[config.mk]
export PLATFORM = sky130hd
export DESIGN_NAME = readout_rx_pc_seq
export DESIGN_NICKNAME = d
export VERILOG_FILES = /design/src/rtl/readout_rx_pc_seq.sv
export SDC_FILE = /design/constraint.sdc
export NUM_CORES = 1
export LEC_CHECK = 0
export BUFFER_PORTS_ARGS = -buffer_cell sky130_fd_sc_hd__buf_2
export CAP_MARGIN = 20
export CORE_UTILIZATION = 65
export CTS_BUF_LIST = sky130_fd_sc_hd__clkbuf_16
export DETAILED_ROUTE_END_ITERATION = 10
export GPL_TIMING_DRIVEN = 0
export MAX_ROUTING_LAYER = met4
export PLACE_DENSITY = 0.81
export SLEW_MARGIN = 10
export SYNTH_ARGS = -nofsm -noshare
export SYNTH_HDL_FRONTEND = slang
export SYNTH_SLANG_ARGS = --single-unit
[constraint.sdc]
create_clock -name clk -period 8.93 [get_ports clk]
set_input_delay 1.3395 -clock clk [delete_from_list [all_inputs] [get_ports clk]]
set_output_delay 1.3395 -clock clk [all_outputs]
set_load 0.05 [all_outputs]
[src/rtl/readout_rx_pc_seq.sv]
// Program-counter sequencer for the readout RX instruction path: opcode-driven next PC,
// nested hardware loop stack, halt/restart FSM, sticky stack error flags. Option: READOUT_RX_PC_FIRST_HOLD_EN.
module readout_rx_pc_seq #(
  parameter int          PC_WIDTH   = 11,
  parameter int          LOOP_DEPTH = 4,
  parameter int          CNT_WIDTH  = 8,
  parameter int unsigned START_PC   = 0
) (
  input  logic                                clk,
  input  logic                                rst,
  input  logic                                update_pc,
  input  logic [2:0]                          op,
  input  logic [PC_WIDTH-1:0]                 target,
  input  logic [CNT_WIDTH-1:0]                loop_cnt,
  output logic [PC_WIDTH-1:0]                 PC,
  output logic                                halted,
  output logic [$clog2(LOOP_DEPTH+1)-1:0]     loop_level,
  output logic                                pc_wrap,
  output logic                                stack_ovf,
  output logic                                stack_udf
);

  localparam int LVL_W = $clog2(LOOP_DEPTH + 1);
  localparam int IDX_W = (LOOP_DEPTH > 1) ? $clog2(LOOP_DEPTH) : 1;
  localparam logic [LVL_W-1:0]    LVL_ONE  = LVL_W'(1);
  localparam logic [LVL_W-1:0]    LVL_FULL = LVL_W'(LOOP_DEPTH);
  localparam logic [PC_WIDTH-1:0] PC_START = PC_WIDTH'(START_PC);
  localparam logic [CNT_WIDTH-1:0] CNT_ONE = CNT_WIDTH'(1);

  localparam logic [2:0] OP_JUMP    = 3'd1;
  localparam logic [2:0] OP_PUSH    = 3'd2;
  localparam logic [2:0] OP_END     = 3'd3;
  localparam logic [2:0] OP_HALT    = 3'd4;
  localparam logic [2:0] OP_RESTART = 3'd5;

  typedef enum logic {ST_RUN, ST_HALT} state_t;

  state_t                r_state;
  logic [PC_WIDTH-1:0]   r_pc;
  logic [PC_WIDTH-1:0]   r_body [LOOP_DEPTH];
  logic [CNT_WIDTH-1:0]  r_cnt  [LOOP_DEPTH];
  logic [LVL_W-1:0]      r_lvl;
  logic                  r_wrap;
  logic                  r_ovf;
  logic                  r_udf;

  logic [PC_WIDTH-1:0]   w_pc_inc;
  logic                  w_wrap;
  logic                  w_full;
  logic                  w_empty;
  logic [IDX_W-1:0]      w_top;
  logic [IDX_W-1:0]      w_push_idx;
  logic [CNT_WIDTH-1:0]  w_cnt_push;
  logic                  w_act;

  assign w_pc_inc   = r_pc + PC_WIDTH'(1);
  assign w_wrap     = &r_pc;
  assign w_full     = (r_lvl == LVL_FULL);
  assign w_empty    = (r_lvl == '0);
  assign w_top      = IDX_W'(r_lvl - LVL_ONE);
  assign w_push_idx = IDX_W'(r_lvl);
  assign w_cnt_push = (loop_cnt == '0) ? CNT_ONE : loop_cnt;

`ifdef READOUT_RX_PC_FIRST_HOLD_EN
  // Cleared by reset and RESTART; the strobe that sets it is swallowed so memory can fetch START_PC.
  logic r_armed;
  always_ff @(posedge clk or posedge rst) begin
    if (rst) begin
      r_armed <= 1'b0;
    end else if (update_pc) begin
      r_armed <= r_armed ? (op != OP_RESTART) : 1'b1;
    end
  end
  assign w_act = r_armed;
`else
  assign w_act = 1'b1;
`endif

  always_ff @(posedge clk or posedge rst) begin
    if (rst) begin
      r_state <= ST_RUN;
      r_pc    <= PC_START;
      r_lvl   <= '0;
      r_wrap  <= 1'b0;
      r_ovf   <= 1'b0;
      r_udf   <= 1'b0;
      for (int i = 0; i < LOOP_DEPTH; i++) begin
        r_body[i] <= '0;
        r_cnt[i]  <= '0;
      end
    end else begin
      r_wrap <= 1'b0;
      if (update_pc && w_act) begin
        if (op == OP_RESTART) begin
          r_state <= ST_RUN;
          r_pc    <= PC_START;
          r_lvl   <= '0;
          r_ovf   <= 1'b0;
          r_udf   <= 1'b0;
          for (int i = 0; i < LOOP_DEPTH; i++) begin
            r_body[i] <= '0;
            r_cnt[i]  <= '0;
          end
        end else if (r_state == ST_RUN) begin
          case (op)
            OP_JUMP: r_pc <= target;
            OP_PUSH: begin
              if (!w_full) begin
                r_body[w_push_idx] <= w_pc_inc;
                r_cnt[w_push_idx]  <= w_cnt_push;
                r_lvl              <= r_lvl + LVL_ONE;
              end else begin
                r_ovf <= 1'b1;
              end
              r_pc   <= w_pc_inc;
              r_wrap <= w_wrap;
            end
            OP_END: begin
              if (w_empty) begin
                r_udf  <= 1'b1;
                r_pc   <= w_pc_inc;
                r_wrap <= w_wrap;
              end else if (r_cnt[w_top] > CNT_ONE) begin
                r_cnt[w_top] <= r_cnt[w_top] - CNT_ONE;
                r_pc         <= r_body[w_top];
              end else begin
                r_cnt[w_top]  <= '0;
                r_body[w_top] <= '0;
                r_lvl         <= r_lvl - LVL_ONE;
                r_pc          <= w_pc_inc;
                r_wrap        <= w_wrap;
              end
            end
            OP_HALT: r_state <= ST_HALT;
            default: begin
              r_pc   <= w_pc_inc;
              r_wrap <= w_wrap;
            end
          endcase
        end
      end
    end
  end

  assign PC         = r_pc;
  assign halted     = (r_state == ST_HALT);
  assign loop_level = r_lvl;
  assign pc_wrap    = r_wrap;
  assign stack_ovf  = r_ovf;
  assign stack_udf  = r_udf;

endmodule

==> metrics, run 1 <==
kind of critical path reg2reg; Area growth syn-to-layout 11.7%; Max Slew Vio Count 0; flops & latches, synth 94; WP buf/inv 7; Routed WL per cell roughly 26 um; dominant synthesized flop cell dfrtp_1; width of the die 97.0 um; post-synthesis mux area share 0.0857; post-synthesis sequential area ratio 0.401; syn_area_per_cell 9.47 sq um; status finished clean; core area between 8000 and 9000 sq um; Syn. warnings 0; Slowest-stage cell, CP nor3_2; clock buffer depth 2; cts hold-fix bufs 0; delay of the slowest critical-path stage 680 ps; fin nets 708; Std-Cell Rows 34; share of the synthesized area in the top cell type 0.401; CTS tree done; Slew @ Worst Pin 1170 ps; vias in the first global route 5,747; synthesized net count ~660; RSZ-0062 raised after global routing no; initial antenna violation count 0; clock share of power 0.163; Netlist Area Pre-Place 5870 sq um; CTS buffer count 9; distinct cell type count after synthesis approximately 70; Max-cap violations 0; initial core utilization 0.673; Cell Pwr Density 388 nW/um^2; depth of the worst hold-timing path 2; worst hold path class reg2reg; HP Start stack_ovf$_DFFE_PP0P_; CP delay by family, top buffers and inverters; Fillers approximately 610; xor-xnor portion of the synthesized cell area 0.0149; DIE HEIGHT 97.0 um; Switching Fraction 0.493; Clock Skew 12.6 ps; final worst path period need 5380 ps; Leakage around 2.7 nW; Comb power frac 0.558; worst vdd ir 236 uV; Final Cycle Share 0.603; Post-DRT Antenna Nets 0; clock slew at reported path FFs 80 ps; dpl hpwl 14,300 um; antenna cells 0; clk_lat worst skew roughly 360 ps; CP endpoint kind register; P_sw roughly 0.0013 W; htree depth 3; CTS Sinks 94; Min-Delay Endpoint stack_ovf$_DFFE_PP0P_; clk root buf clkbuf_16; async set or reset register ratio after synthesis 1.00; Vias 5,989; CP required just over 9000 ps; EDFF count, synth 0; critical path launch point type register; drt pass-1 iters 7; drt via density 7.62; reg-to-reg setup timing slack 3550 ps; die area 9420 sq um; Compound-Gate Fraction of Synth Area 0.268; largest family of logic cells by synthesized area compound AO/OA/AOI/OAI gates; Placer Congestion 1.01; f_max 186 MHz; initial drt markers ~1,000; Critical R2R Capture r_body[10]$_DFFE_PP0P_; # setup viols final 0; Resized cells post-CTS 0; Post-Route WL 20,200 um; critical-path cell list buf_4, inv_1, ha_1, buf_6, buf_2, mux4_2, inv_1, ha_1, buf_1, nor2_1, nor3_2, a21oi_2, a211o_1, buf_2, a22o_1; synth top area cells dfrtp_1 (40%), mux4_2 (6.9%), o21ai_0 (5.9%), o31ai_1 (3.2%), nand3_1 (2.7%); RR Startpoint loop_level[0]$_DFFE_PP0P_; Remaining Overflow, GRT 0; DRC Markers 0; Post-Synth Adder-Cell Area 0.0213; setup_tns 0 ps; dominant cell type by area after synthesis dfrtp_1; Slew headroom 0.216; WP data arrival around 5600 ps; highest fanout seen on the critical path 10; multi-input logic area 3280 sq um; WHS 485 ps; share of layout cells above drive strength 1 0.140; R2R depth 15; Cells after Synth 620; Post-CTS Setup Bufs 0; wire length of the first global-routing pass 31,700 um; Register Area 2350 sq um; Pint 0.00129 W; Seq pwr share 0.279; port buffer count 40; # IOs between 40 and 50; Total GRT Usage 0.452; Post-Synth Simple-Gate Area 0.168; pin count of the biggest net entering global routing 60; Final Hold Vio Count 0
[final cells by class]
cell class | count | share of cell area
timing repair buffer | 42 | 0.0355
clock buffer | 9 | 0.0343
clock inverter | 7 | 0.0139
inverter | 21 | 0.0124
tap | 108 | 0.0206
multi-input combinational | 466 | 0.500
sequential | 94 | 0.359
buffer | 39 | 0.0250
[stage by stage]
stage | instances | utilization | instance area (sq um) | total power, W | worst slack, ps
after global routing | 786 | 0.752 | 6560 | 0.00265 | 3350
final | 786 | 0.752 | 6560 | 0.00255 | 3550
after detailed placement | 769 | 0.715 | 6240 | 0.00206 | 3770
after CTS | 785 | 0.751 | 6550 | 0.00247 | 3750
after global placement | 768 | 0.712 | 6210 | 0.00202 | 3890
after floorplan | 620 | - | 5870 | 0.00167 | 4610
[kinds of logic after synthesis]
| group | Yosys count |
|---|---|
| mux | 26 |
| simple gates | 194 |
| compound gates | 226 |
| fa+ha+maj | 10 |
| xor+xnor | 10 |
| flops | 94 |
| buf+inv | 60 |
[how the worst max path moves through the flow]
stage          slack (ps)                      to                      start  cells after the start
2_1_floorplan        4610  r_body[10]$_DFFE_PP0P_  loop_level[0]$_DFFE_PP0P_                     15
3_3_place_gp         3890   r_body[1]$_DFFE_PP0P_  loop_level[0]$_DFFE_PP0P_                     15
3_5_place_dp         3770   r_body[1]$_DFFE_PP0P_  loop_level[0]$_DFFE_PP0P_                     15
4_1_cts              3750  r_body[10]$_DFFE_PP0P_  loop_level[0]$_DFFE_PP0P_                     15
5_1_grt              3350  r_body[10]$_DFFE_PP0P_  loop_level[0]$_DFFE_PP0P_                     15
6_report             3550  r_body[10]$_DFFE_PP0P_  loop_level[0]$_DFFE_PP0P_                     15
[placed cells by master (no fill, tap or decap), drive strengths merged, types with 19 or more instances in the layout]
| cell type | synthesis | routed |
|---|---|---|
| mux4 | 19 | 19 |
| nand3 | 32 | 32 |
| nor2 | 42 | 42 |
| inv | 21 | 24 |
| a21oi | 22 | 22 |
| nand2 | 39 | 39 |
| nor3 | 27 | 27 |
| o31ai | 26 | 26 |
| buf | 12 | 53 |
| o21ai | 72 | 72 |
| clkbuf | 27 | 37 |
| dfrtp | 94 | 94 |
[cells in the mapped netlist, types with 5 or more instances]
cell type	count
dfrtp_1	94
o21ai_0	69
nor2_1	42
nand2_1	39
nand3_1	32
clkbuf_1	27
nor3_1	26
o31ai_1	25
a21oi_1	21
inv_1	21
mux4_2	18
o2bb2ai_1	18
o211ai_1	17
a22o_1	13
ha_1	10
nand4_1	8
a32oi_1	7
buf_1	7
nand2b_1	7
or3_1	7
mux2i_1	6
a21o_1	5
a22oi_1	5
a31oi_1	5
and2_1	5
or4_1	5
xnor2_1	5
xor2_1	5
[worst reg2reg max path: cells and delay by family (launching register included)]
family                     cells  cell delay, ps
and+or+nand+nor                2             810
AOI/OAI and AO/OA              3            1020
adders and majority gates      2             500
muxes                          1             580
DFF                            1             640
buffers and inverters          7            1720
[power by group through the flow]
stage          registers [W]  clock network [W]  logic (W)
2_1_floorplan       0.000753                  0   0.000917
3_3_place_gp        0.000696                  0    0.00132
3_5_place_dp        0.000710                  0    0.00135
4_1_cts             0.000703           0.000409    0.00136
5_1_grt             0.000724           0.000424    0.00150
6_report            0.000711           0.000415    0.00142
[layer usage]
layer,vias to the layer above,part of all wire,track usage
met5,-,0,-
met4,0,0.038,0.164
met3,94,0.15,0.119
met2,534,0.42,0.626
met1,2851,0.39,0.642
li1,2510,-,-
[flip-flops by register name (all words and copies together), names as in the netlist]
signal      flops
halted          1
PC             11
stack_udf       1
r_cnt          32
loop_level      3
pc_wrap         1
stack_ovf       1
r_body         44
Power figures use the tool's default switching activity.
==> run 2, diff against run 1 <==
--- a/config.mk
+++ b/config.mk
@@ -5,14 +5,15 @@
 export SDC_FILE = /design/constraint.sdc
 export NUM_CORES = 1
 export LEC_CHECK = 0
+export ABC_AREA = 1
 export BUFFER_PORTS_ARGS = -buffer_cell sky130_fd_sc_hd__buf_2
 export CAP_MARGIN = 20
-export CORE_UTILIZATION = 65
+export CORE_UTILIZATION = 56
 export CTS_BUF_LIST = sky130_fd_sc_hd__clkbuf_16
 export DETAILED_ROUTE_END_ITERATION = 10
 export GPL_TIMING_DRIVEN = 0
 export MAX_ROUTING_LAYER = met4
-export PLACE_DENSITY = 0.81
+export PLACE_DENSITY = 0.73
 export SLEW_MARGIN = 10
 export SYNTH_ARGS = -nofsm -noshare
 export SYNTH_HDL_FRONTEND = slang
==> constraint.sdc (replaced) <==
create_clock -name clk -period 4.7 [get_ports clk]
set_input_delay 0.705 -clock clk [delete_from_list [all_inputs] [get_ports clk]]
set_output_delay 0.705 -clock clk [all_outputs]
set_load 0.05 [all_outputs]
==> metrics, run 2 <==
Max Slew Vio Count 0; Largest register FFs 44; Critical R2R Capture r_cnt[13]$_DFFE_PP0P_; Comb power frac 0.601; Seq pwr share 0.256; synth cell count leaders nand2_1 (336), inv_1 (97), dfrtp_1 (94); WP data arrival ~4700 ps; fin nets between 1,000 and 1,500; clock buffer depth 2; most common cell in the netlist nand2_1; Final Hold Vio Count 0; Vias between 7,000 and 8,000; Routed WL per cell about 19 um; cts hold-fix bufs 0; width of the die 111 um; CP endpoint kind register; Area growth syn-to-layout 10.7%; Syn. warnings 0; clock slew at reported path FFs 70 ps; # IOs 43; CTS tree done; share of layout cells above drive strength 1 0.138; dominant synthesized flop cell dfrtp_1; Remaining Overflow, GRT 0; worst hold path class in2async; post-synthesis sequential area ratio 0.352; distinct cell type count after synthesis 46; wire length of the first global-routing pass 35,600 um; Netlist Area Pre-Place 6690 sq um; Slowest-stage cell, CP clkbuf_1; Post-CTS Setup Bufs 0; CTS Sinks 94; clk root buf clkbuf_16; DIE HEIGHT 111 um; Post-DRT Antenna Nets 0; commonest non-fill, non-tap cell in the layout nand2_1; delay of the slowest critical-path stage 560 ps; clk_lat worst skew 360 ps; htree depth 3; dpl hpwl 16,700 um; Pint 0.00244 W; most frequent cells in the layout nand2_1 (336), inv_1 (96), dfrtp_1 (94), o21ai_0 (83), nand3_1 (81); RSZ-0062 raised after global routing no; largest register by flop count r_body; design area 7400 sq um; die area 12,400 sq um; Total GRT Usage 0.389; status complete, but fails checks; syn_area_per_cell roughly 6.7 sq um; reg-to-reg setup timing slack 280 ps; Cells after Synth 999; critical-path cell list buf_6, inv_6, buf_6, clkbuf_1, ha_1, buf_2, buf_2, nand3_1, nand2_1, ha_1, or2_2, nand2_2, nor2_4, nand2_4, buf_6, buf_6, nand3_2, nand3_1, nand3_1, nand2_1; Cell Pwr Density 726 nW/um^2; pin count of the biggest net entering global routing 63; async set or reset register ratio after synthesis 1.00; initial drt markers 955; Post-Route WL about 23,000 um; core area ~12,000 sq um; initial antenna violation count 0; # setup viols final 0; port buffer count 42; P_sw 0.00294 W; critical path launch point type register; setup_tns 0 ps; Clock Skew 11.6 ps; synth top area cells dfrtp_1 (35%), nand2_1 (19%), o21ai_0 (6.2%), nand3_1 (6.1%), inv_1 (5.4%); highest fanout seen on the critical path 13; synthesized net count 1,034; EDFF count, synth 0; f_max 226 MHz; vias in the first global route 6,393; Critical Path End r_cnt[13]$_DFFE_PP0P_; most frequent CP cell buf_6; worst vdd ir 418 uV; drt via density 5.96; CP required ~5000 ps; DP Area 7100 sq um; Std-Cell Rows 39; CTS buffer count 9; initial core utilization 0.581; RR Startpoint loop_level[0]$_DFFE_PP0P_; antenna cells 0; flops & latches, synth 94; final worst path period need 4420 ps; Switching Fraction 0.546; Final Cycle Share 0.940; drt pass-1 iters 9; Leakage 3.76 nW; clock share of power 0.143; Setup crit start loop_level[0]$_DFFE_PP0P_; Placer Congestion 0.974; DRC Markers 2; Resized cells post-CTS 0; failing checks DRC; kind of critical path reg2reg; share of the synthesized area in the top cell type 0.352; Max-cap violations 0; Slew headroom 0.427; R2R depth 20; Slew @ Worst Pin 859 ps; dominant cell type by area after synthesis dfrtp_1
[run 2: cell count changes in the layout (fill, tap and decap cells not counted), moves of 13 or more]
cell       before  now
nand2_1        39  336
o21ai_1         2   25
o31ai_1        25    6
nor2_1         42   55
a21oi_1        21   39
o21ai_0        69   83
mux4_2         18    0
nand3_1        32   81
inv_1          20   96
a22o_1         13    0
buf_2          42   60
o2bb2ai_1      18    0
nor3_1         26    4
[run 2: kinds of logic (layout without fill, tap and decap cells)]
| logic type | Yosys count | after routing | synth area share |
|---|---|---|---|
| simple gates | 534 | 534 | 0.352 |
| fa+ha+maj | 10 | 10 | 0.0187 |
| compound gates | 193 | 193 | 0.163 |
| flops | 94 | 94 | 0.352 |
| xor+xnor | 6 | 6 | 0.00786 |
| buf+inv | 162 | 221 | 0.106 |
[run 2: how the worst min path moves through the flow]
| stage | to | slack (ps) |
|---|---|---|
| after global placement | r_body[33]$_DFFE_PP0P_ | 470 |
| after floorplan | r_body[11]$_DFFE_PP0P_ | 450 |
| final | r_body[37]$_DFFE_PP0P_ | 350 |
| after global routing | r_body[39]$_DFFE_PP0P_ | 390 |
| after detailed placement | r_body[33]$_DFFE_PP0P_ | 480 |
| after CTS | r_body[39]$_DFFE_PP0P_ | 380 |
[run 2: power by group through the flow]
stage	sequential, W	clock [W]	combinational [W]
global route	0.00141	0.000792	0.00348
global placement	0.00137	0	0.00304
detailed placement	0.00137	0	0.00309
finish	0.00138	0.000768	0.00323
CTS	0.00136	0.000770	0.00310
floorplan	0.00148	0	0.00205
[run 2: layout make-up]
cell class | count | area [sq um]
fill | 1116 | 4110
multi-input combinational | 743 | 3620
timing repair buffer | 43 | 238
inverter | 115 | 442
sequential | 94 | 2350
buffer | 47 | 270
clock inverter | 7 | 73.8
clock buffer | 9 | 225
tap | 143 | 179
[run 2: worst max-delay path: cells and delay by family (launching register included)]
family,cells,cell delay [ps]
flops,1,480
buf+inv,8,1930
fa+ha+maj,2,620
simple gates,10,1300
[run 2: per-layer routing]
layer,GRT usage,up-vias,wire [um]
li1,-,3357,-
met4,0.139,0,636
met3,0.120,61,3260
met5,-,-,0
met2,0.523,496,8980
met1,0.548,3238,9690
[run 2: per-stage QoR]
| step | worst slack, ps | instances | util | power [W] | hold slack [ps] |
|---|---|---|---|---|---|
| CTS | 444 | 1201 | 0.643 | 0.00524 | 380 |
| global placement | 249 | 1184 | 0.614 | 0.00442 | 466 |
| global route | 179 | 1201 | 0.643 | 0.00569 | 395 |
| floorplan | 1180 | 999 | - | 0.00353 | 452 |
| finish | 280 | 1201 | 0.643 | 0.00538 | 354 |
| detailed placement | 465 | 1185 | 0.617 | 0.00446 | 479 |
